--- config.mk ---
export PLATFORM = sky130hd
export DESIGN_NAME = rocketcpu_flashcache_flat
export DESIGN_NICKNAME = d
export VERILOG_FILES = /design/src/rtl/rocketcpu_flashcache_pkg.sv /design/src/rtl/rocketcpu_flashcache_if.sv /design/src/rtl/rocketcpu_flashcache_mem.sv /design/src/rtl/rocketcpu_flashcache.sv /design/src/flat_wrapper.sv
export SDC_FILE = /design/constraint.sdc
export NUM_CORES = 2
export LEC_CHECK = 0
export BUFFER_PORTS_ARGS = -buffer_cell sky130_fd_sc_hd__buf_2
export CAP_MARGIN = 20
export CORE_ASPECT_RATIO = 1.4
export CORE_MARGIN = 4
export CORE_UTILIZATION = 50
export DETAILED_ROUTE_END_ITERATION = 16
export PLACE_DENSITY = 0.67
export SYNTH_ARGS = -nofsm -noshare
export SYNTH_HDL_FRONTEND = slang
export SYNTH_SLANG_ARGS = --single-unit
--- constraint.sdc ---
create_clock -name i_wb_clk -period 5.69 [get_ports i_wb_clk]
set_clock_uncertainty 0.1 [all_clocks]
set_input_delay 0.8535 -clock i_wb_clk [delete_from_list [all_inputs] [get_ports i_wb_clk]]
set_output_delay 0.8535 -clock i_wb_clk [all_outputs]
set_load 0.01 [all_outputs]
--- src/rtl/rocketcpu_flashcache_pkg.sv ---
// Shared definitions for the flash read cache: config address, FSM encoding,
// default geometry and the bypass decode.
package rocketcpu_flashcache_pkg;

   localparam logic [31:0] CFG_ADDR       = 32'h0200_0000;
   localparam int          DEF_LINES      = 8;
   localparam int          DEF_LINE_WORDS = 4;

   typedef enum logic [2:0] {
      ST_IDLE   = 3'd0,
      ST_LOOKUP = 3'd1,
      ST_FILL   = 3'd2,
      ST_GAP    = 3'd3,
      ST_RESP   = 3'd4,
      ST_BYPASS = 3'd5
   } state_e;

   // Writes and config-register traffic never touch the cache arrays.
   function automatic logic is_bypass(input logic [31:0] adr, input logic we);
      return we || (adr == CFG_ADDR);
   endfunction

endpackage

--- src/rtl/rocketcpu_flashcache_if.sv ---
// Wishbone-style classic bus used on both the CPU side and the flash side.
interface rocketcpu_flashcache_if;
   logic [31:0] adr;
   logic [31:0] dat;
   logic [3:0]  sel;
   logic        we;
   logic        cyc;
   logic [31:0] rdt;
   logic        ack;

   modport master (output adr, dat, sel, we, cyc, input rdt, ack);
   modport slave  (input adr, dat, sel, we, cyc, output rdt, ack);
endinterface

--- src/rtl/rocketcpu_flashcache_mem.sv ---
// Direct-mapped storage: tag+valid per line and a word-addressed data array,
// one shared write port, registered read, and a clear-all for the valid bits.
module rocketcpu_flashcache_mem #(
   parameter int LINES      = 8,
   parameter int LINE_WORDS = 4,
   parameter int TAG_W      = 17
) (
   input  logic                          i_wb_clk,
   input  logic                          reset,
   input  logic [$clog2(LINES)-1:0]      rd_index,
   input  logic [$clog2(LINE_WORDS)-1:0] rd_word,
   input  logic [$clog2(LINES)-1:0]      wr_index,
   input  logic [$clog2(LINE_WORDS)-1:0] wr_word,
   input  logic [31:0]                   wr_data,
   input  logic                          wr_data_en,
   input  logic [TAG_W-1:0]              wr_tag,
   input  logic                          wr_valid,
   input  logic                          wr_tag_en,
   input  logic                          valid_clr,
   output logic [TAG_W-1:0]              rd_tag,
   output logic                          rd_valid,
   output logic [31:0]                   rd_data
);
   logic [TAG_W-1:0] tag_mem_r  [LINES];
   logic [31:0]      data_mem_r [LINES*LINE_WORDS];
   logic [LINES-1:0] valid_r;

   // Valid bits: the only resettable state in the arrays.
   always_ff @(posedge i_wb_clk) begin
      if (reset) begin
         valid_r  <= '0;
         rd_valid <= 1'b0;
      end else begin
         rd_valid <= valid_r[rd_index];
         if (valid_clr) begin
            valid_r <= '0;
         end else if (wr_tag_en) begin
            valid_r[wr_index] <= wr_valid;
         end else begin
            valid_r <= valid_r;
         end
      end
   end

   // Tag/data write port and registered read.
   always_ff @(posedge i_wb_clk) begin
      if (wr_data_en) begin
         data_mem_r[{wr_index, wr_word}] <= wr_data;
      end
      if (wr_tag_en) begin
         tag_mem_r[wr_index] <= wr_tag;
      end
      rd_tag  <= tag_mem_r[rd_index];
      rd_data <= data_mem_r[{rd_index, rd_word}];
   end

endmodule

--- src/rtl/rocketcpu_flashcache.sv ---
// Direct-mapped read cache between the CPU bus and the flash I/O block;
// writes and config accesses pass straight through.
module rocketcpu_flashcache
   import rocketcpu_flashcache_pkg::*;
#(
   parameter int LINES      = DEF_LINES,
   parameter int LINE_WORDS = DEF_LINE_WORDS
) (
   input  logic                   i_wb_clk,
   input  logic                   reset,
   rocketcpu_flashcache_if.slave  wb,
   rocketcpu_flashcache_if.master fl
);
   localparam int WRD_W  = $clog2(LINE_WORDS);
   localparam int IDX_W  = $clog2(LINES);
   localparam int TAG_W  = 22 - WRD_W - IDX_W;
   localparam int TAG_LO = WRD_W + IDX_W + 2;
   localparam logic [WRD_W-1:0] LAST_WORD = WRD_W'(LINE_WORDS - 1);

   state_e            state_r, state_nxt_s;
   logic [31:0]       req_adr_r, req_dat_r;
   logic [3:0]        req_sel_r;
   logic              req_we_r;
   logic [WRD_W-1:0]  cnt_r, cnt_nxt_s;
   logic              ack_r, ack_nxt_s;
   logic [31:0]       rdt_r, rdt_nxt_s;
   logic              fl_cyc_r, fl_we_r;
   logic [31:0]       fl_adr_r, fl_dat_r;
   logic [3:0]        fl_sel_r;
   logic [31:0]       fill_word_r;
   logic              from_fill_r;

   logic              accept_s, fl_ack_s, hit_s;
   logic [31:0]       cur_adr_s, cur_dat_s;
   logic [3:0]        cur_sel_s;
   logic              cur_we_s;
   logic [WRD_W-1:0]  req_word_s, rd_word_s;
   logic [IDX_W-1:0]  req_idx_s, rd_idx_s;
   logic [TAG_W-1:0]  req_tag_s, rd_tag_s;
   logic              rd_valid_s;
   logic [31:0]       rd_data_s;
   logic              wr_data_en_s, wr_tag_en_s, wr_valid_s, valid_clr_s;

   // A request is taken only once the previous ack has dropped, so a master
   // still holding cyc in the ack cycle cannot start a second transfer.
   assign accept_s   = (state_r == ST_IDLE) && wb.cyc && !ack_r;
   assign fl_ack_s   = fl.ack && fl_cyc_r;
   assign cur_adr_s  = (state_r == ST_IDLE) ? wb.adr : req_adr_r;
   assign cur_dat_s  = (state_r == ST_IDLE) ? wb.dat : req_dat_r;
   assign cur_sel_s  = (state_r == ST_IDLE) ? wb.sel : req_sel_r;
   assign cur_we_s   = (state_r == ST_IDLE) ? wb.we  : req_we_r;
   assign req_word_s = req_adr_r[WRD_W+1:2];
   assign req_idx_s  = req_adr_r[TAG_LO-1:WRD_W+2];
   assign req_tag_s  = req_adr_r[23:TAG_LO];
   assign rd_word_s  = cur_adr_s[WRD_W+1:2];
   assign rd_idx_s   = cur_adr_s[TAG_LO-1:WRD_W+2];
   assign hit_s      = rd_valid_s && (rd_tag_s == req_tag_s);

   rocketcpu_flashcache_mem #(
      .LINES(LINES), .LINE_WORDS(LINE_WORDS), .TAG_W(TAG_W)
   ) u_mem (
      .i_wb_clk(i_wb_clk), .reset(reset),
      .rd_index(rd_idx_s), .rd_word(rd_word_s),
      .wr_index(req_idx_s), .wr_word(cnt_r), .wr_data(fl.rdt), .wr_data_en(wr_data_en_s),
      .wr_tag(req_tag_s), .wr_valid(wr_valid_s), .wr_tag_en(wr_tag_en_s),
      .valid_clr(valid_clr_s),
      .rd_tag(rd_tag_s), .rd_valid(rd_valid_s), .rd_data(rd_data_s)
   );

   // Next-state, array write controls and CPU response.
   always_comb begin
      state_nxt_s  = state_r;
      cnt_nxt_s    = cnt_r;
      ack_nxt_s    = 1'b0;
      rdt_nxt_s    = rdt_r;
      wr_data_en_s = 1'b0;
      wr_tag_en_s  = 1'b0;
      wr_valid_s   = 1'b0;
      valid_clr_s  = 1'b0;
      case (state_r)
         ST_IDLE: begin
            if (accept_s) begin
               state_nxt_s = is_bypass(wb.adr, wb.we) ? ST_BYPASS : ST_LOOKUP;
            end else begin
               state_nxt_s = ST_IDLE;
            end
         end
         ST_LOOKUP: begin
            if (hit_s) begin
               state_nxt_s = ST_RESP;
            end else begin
               state_nxt_s = ST_FILL;
               cnt_nxt_s   = '0;
               wr_tag_en_s = 1'b1;
            end
         end
         ST_FILL: begin
            if (fl_ack_s) begin
               wr_data_en_s = 1'b1;
               cnt_nxt_s    = cnt_r + WRD_W'(1);
               if (cnt_r == LAST_WORD) begin
                  state_nxt_s = ST_RESP;
                  wr_tag_en_s = 1'b1;
                  wr_valid_s  = 1'b1;
               end else begin
                  state_nxt_s = ST_GAP;
               end
            end else begin
               state_nxt_s = ST_FILL;
            end
         end
         ST_GAP: begin
            state_nxt_s = ST_FILL;
         end
         ST_RESP: begin
            state_nxt_s = ST_IDLE;
            ack_nxt_s   = wb.cyc;
            rdt_nxt_s   = from_fill_r ? fill_word_r : rd_data_s;
         end
         ST_BYPASS: begin
            if (fl_ack_s) begin
               state_nxt_s = ST_IDLE;
               ack_nxt_s   = wb.cyc;
               rdt_nxt_s   = fl.rdt;
               valid_clr_s = req_we_r && (req_adr_r == CFG_ADDR);
            end else begin
               state_nxt_s = ST_BYPASS;
            end
         end
         default: begin
            state_nxt_s = ST_IDLE;
         end
      endcase
   end

   // Control state and registered bus outputs.
   always_ff @(posedge i_wb_clk) begin
      if (reset) begin
         state_r  <= ST_IDLE;
         cnt_r    <= '0;
         ack_r    <= 1'b0;
         rdt_r    <= 32'h0;
         fl_cyc_r <= 1'b0;
         fl_we_r  <= 1'b0;
         fl_adr_r <= 32'h0;
         fl_dat_r <= 32'h0;
         fl_sel_r <= 4'h0;
      end else begin
         state_r  <= state_nxt_s;
         cnt_r    <= cnt_nxt_s;
         ack_r    <= ack_nxt_s;
         rdt_r    <= rdt_nxt_s;
         fl_cyc_r <= (state_nxt_s == ST_FILL) || (state_nxt_s == ST_BYPASS);
         fl_we_r  <= (state_nxt_s == ST_BYPASS) && cur_we_s;
         fl_adr_r <= (state_nxt_s == ST_FILL) ?
                     {8'h00, req_tag_s, req_idx_s, cnt_nxt_s, 2'b00} : cur_adr_s;
         fl_dat_r <= (state_nxt_s == ST_BYPASS) ? cur_dat_s : 32'h0;
         fl_sel_r <= (state_nxt_s == ST_BYPASS) ? cur_sel_s : 4'hF;
      end
   end

   // Request latch and the fill-path copy of the requested word; the array
   // read of the last fill word would otherwise return the pre-write value.
   always_ff @(posedge i_wb_clk) begin
      if (accept_s) begin
         req_adr_r <= wb.adr;
         req_dat_r <= wb.dat;
         req_sel_r <= wb.sel;
         req_we_r  <= wb.we;
      end
      if ((state_r == ST_FILL) && fl_ack_s && (cnt_r == req_word_s)) begin
         fill_word_r <= fl.rdt;
      end
      if (state_r == ST_LOOKUP) begin
         from_fill_r <= !hit_s;
      end
   end

   assign wb.ack = ack_r;
   assign wb.rdt = rdt_r;
   assign fl.cyc = fl_cyc_r;
   assign fl.we  = fl_we_r;
   assign fl.adr = fl_adr_r;
   assign fl.dat = fl_dat_r;
   assign fl.sel = fl_sel_r;

endmodule

--- src/flat_wrapper.sv ---
// flat-port wrapper written by rule: the top's interface ports become plain ports
module rocketcpu_flashcache_flat import rocketcpu_flashcache_pkg::*;
#(
   parameter int LINES      = DEF_LINES,
   parameter int LINE_WORDS = DEF_LINE_WORDS
)
  (i_wb_clk, reset, wb_adr, wb_dat, wb_sel, wb_we, wb_cyc, wb_rdt, wb_ack, fl_adr, fl_dat, fl_sel, fl_we, fl_cyc, fl_rdt, fl_ack);
  rocketcpu_flashcache_if wb_i ();
  rocketcpu_flashcache_if fl_i ();
  input  logic i_wb_clk;
  input  logic reset;
  input wire logic [$bits(wb_i.adr)-1:0] wb_adr;
  input wire logic [$bits(wb_i.dat)-1:0] wb_dat;
  input wire logic [$bits(wb_i.sel)-1:0] wb_sel;
  input wire logic [$bits(wb_i.we)-1:0] wb_we;
  input wire logic [$bits(wb_i.cyc)-1:0] wb_cyc;
  output wire logic [$bits(wb_i.rdt)-1:0] wb_rdt;
  output wire logic [$bits(wb_i.ack)-1:0] wb_ack;
  output wire logic [$bits(fl_i.adr)-1:0] fl_adr;
  output wire logic [$bits(fl_i.dat)-1:0] fl_dat;
  output wire logic [$bits(fl_i.sel)-1:0] fl_sel;
  output wire logic [$bits(fl_i.we)-1:0] fl_we;
  output wire logic [$bits(fl_i.cyc)-1:0] fl_cyc;
  input wire logic [$bits(fl_i.rdt)-1:0] fl_rdt;
  input wire logic [$bits(fl_i.ack)-1:0] fl_ack;
  assign wb_i.adr = wb_adr;
  assign wb_i.dat = wb_dat;
  assign wb_i.sel = wb_sel;
  assign wb_i.we = wb_we;
  assign wb_i.cyc = wb_cyc;
  assign wb_rdt = wb_i.rdt;
  assign wb_ack = wb_i.ack;
  assign fl_adr = fl_i.adr;
  assign fl_dat = fl_i.dat;
  assign fl_sel = fl_i.sel;
  assign fl_we = fl_i.we;
  assign fl_cyc = fl_i.cyc;
  assign fl_i.rdt = fl_rdt;
  assign fl_i.ack = fl_ack;
  rocketcpu_flashcache #(.LINES(LINES), .LINE_WORDS(LINE_WORDS)) u_core (.i_wb_clk(i_wb_clk), .reset(reset), .wb(wb_i), .fl(fl_i));
endmodule
==> impl_metrics.tcl <==
set metrics [dict create \
    drive_gt1_frac 0.157 \
    max_slew_margin 0.250 \
    port_buffers 207 \
    hpwl_um 96500 \
    yosysMostFrequentCell "edfxtp_1" \
    die_area_um2 119000 \
    fin_crit_ns 4.17 \
    fp.dieH_um 407 \
    crit_path_cell_trace "or3_4 > mux2i_1 > or3_2 > buf_4 > a211oi_2 > a31oi_1 > nand4_1" \
    dp_cells 5518 \
    worst_slack_ns 1.52 \
    fin_area_um2 64600 \
    tritoncts "built" \
    rsz0062_at_grt "no" \
    irDropWorstVdd_v 0.000365 \
    crit_arrival_ns 4.69 \
    clk_path_buf_depth 3 \
    cts_buffers 136 \
    fillers 8762 \
    hold_viol_final 0 \
    synthTopCellsByArea "edfxtp_1 67%, dfxtp_1 5.8%, mux2i_1 4.9%" \
    yosys_warnings 0 \
    cpMaxStageDelayCell "or3_2" \
    grt_util_met2 0.456 \
    finalSetupViolations 0 \
    power.total_mw 23.7 \
    timing.hold.ws_ns 0.180 \
    grt_busiest_layer "met2" \
    critical_path_class "register to register" \
    post_cts_buffers 0 \
    area.growth.synth_to_final_pct 13.6 \
    netlist_area_um2 56900 \
    synth_ff_type "edfxtp_1" \
    start_util 0.503 \
    die_x_um 293 \
    slew_viol_final 0 \
    grt_antenna_before_repair 6 \
    synth_common_cells "1262 x edfxtp_1, 585 x nand2_1, 278 x mux2i_1" \
    core_area_um2 113000 \
    grt_pass1_wl_um 241000 \
    std_cell_rows 146 \
    cellPowerDensity_nw_per_um2 366 \
    wire_per_inst_um 28.9 \
    met3_usage 0.0510 \
    cp_max_fo 44 \
    synthArstFlopShare 0 \
    dpl-instance-area_um2 60100 \
    fin_nets 4286 \
    clock-root-buffer "clkbuf_16" \
    syn_inst 3982 \
    ys_ff_latch 1428 \
    netlist-cell-type-count 64 \
    stdcell_count 5774 \
    antenna_left 0 \
    p_leak_nw 22.1 \
    synth_edf_count 1262 \
    grtUsageMet1 0.352 \
    outcome "complete, no violations" \
    critPathMaxStageDelay_ns 0.93 \
    ys_seq_area_frac 0.725 \
    clk_pin_slew_ns 0.06 \
    viasPerCell 6.35 \
    required_ns 6.21 \
    end_kind "register" \
    synth_nets 4091 \
    start_kind "register" \
    r2r_slack_ns 1.52 \
    hold_buffers 0 \
    vias 36700 \
    finalCritPeriodShare 0.733 \
    critical_path.top_delay_family "simple AND/OR/NAND/NOR gates" \
    wl_um 167000 \
    max_freq_mhz 240 \
    place.gp.congestion 0.827 \
    cts_resized 0 \
    grt_usage 0.275 \
    cap_viol_max_count 0 \
    tns_ns 0 \
    drc 0 \
    clk_latency_ns 0.76 \
    dp_slack_ns 1.59 \
    grt_overflow 0 \
    grt_max_degree 144 \
    drtIter0Drc 4617 \
    utilization 0.571 \
    avgSynthCellArea_um2 14.3 \
    post-synth-top-area-cell "edfxtp_1" \
    critPathBufInv 1 \
    first_global_vias 35700 \
    htreeDepth 4 \
    ioPinCount 208 \
    synth_top_area_share 0.666 \
    clock-sinks 1428 \
    worstHoldPathType "input port to register" \
    tightest_slew_ns 1.12 \
    first_pass_iters 6 \
]
-- layout by cell type, fill, tap and decap left out, types with 18 or more instances in the layout --
cell type,n
a32oi_1,32
nor2_4,32
mux4_2,30
mux2_2,22
nor2b_1,95
a211oi_2,19
clkinv_1,18
clkbuf_16,141
a22oi_1,42
dfxtp_1,166
a211oi_1,140
o22ai_1,32
edfxtp_1,1262
buf_2,205
clkbuf_1,41
a31oi_1,54
nor2_1,80
a2111oi_0,33
o21ai_0,89
nand4_1,32
a21oi_1,270
mux2i_1,274
o211ai_1,33
nand3_1,116
buf_4,121
nand2_1,584
a221oi_1,69
and3_1,31
-- routing by layer --
| metal | vias up | part of all wire | wire, um |
|---|---|---|---|
| met3 | 389 | 0.089 | 14900 |
| met5 | - | 0.000078 | 13 |
| li1 | 15700 | - | - |
| met2 | 1998 | 0.49 | 81100 |
| met4 | 2 | 0.049 | 8190 |
| met1 | 18500 | 0.38 | 62900 |
-- registers in the layout, indices dropped and copies added (netlist names), 2 cells and up --
signal                   cells
u_core.wb.rdt               32
u_core.u_mem.tag_mem_r     136
u_core.u_mem.rd_tag         17
u_core.fl.dat               32
u_core.u_mem.valid_r         8
u_core.state_r               3
u_core.cnt_r                 2
u_core.fl.adr               32
u_core.req_adr_r            32
u_core.fl.sel                4
u_core.req_dat_r            32
u_core.u_mem.data_mem_r   1024
u_core.u_mem.rd_data        32
u_core.req_sel_r             4
u_core.fill_word_r          32
-- worst paths after layout --
| check | start | depth (start not counted) | end |
|---|---|---|---|
| min reg2reg | u_core.wb.rdt[11]$_SDFFE_PP0P_ | 2 | u_core.wb.rdt[11]$_SDFFE_PP0P_ |
| min | wb_dat[9] | 1 | u_core.req_dat_r[9]$_DFFE_PN_ |
| max reg2reg | u_core.state_r[0]$_SDFF_PP0_ | 7 | u_core.u_mem.rd_data[25]$_DFF_P_ |
| max | u_core.state_r[0]$_SDFF_PP0_ | 7 | u_core.u_mem.rd_data[25]$_DFF_P_ |
-- where the power goes --
part	total, mW	switching (mW)	internal, mW
Clock	9.10	3.86	5.24
Combinational	2.74	1.90	0.848
Sequential	11.8	0.161	11.7
-- cell type report --
class | count | area [um^2] | share of cell area
Sequential cell | 1428 | 41200 | 0.638
Multi-Input combinational cell | 2261 | 14800 | 0.229
Clock buffer | 195 | 3860 | 0.0598
Timing Repair Buffer | 340 | 2220 | 0.0343
Tap cell | 1480 | 1850 | 0.0287
Clock inverter | 56 | 603 | 0.00933
Inverter | 10 | 37.5 | 0.000581
Antenna cell | 4 | 10.0 | 0.000155
-- logic make-up (layout without fill, tap and decap cells) --
kind of cell | Yosys count | count (layout) | synth area share
buffers and inverters | 293 | 601 | 0.0218
AND/OR/NAND/NOR | 1036 | 1036 | 0.0814
AO/OA/AOI/OAI | 872 | 872 | 0.103
XOR/XNOR | 19 | 19 | 0.00293
adder cells (fa/ha/maj) | 4 | 4 | 0.000880
other | 0 | 4 | 0
flip-flops | 1428 | 1428 | 0.725
multiplexers | 330 | 330 | 0.0652
Power figures use the tool's default switching activity.
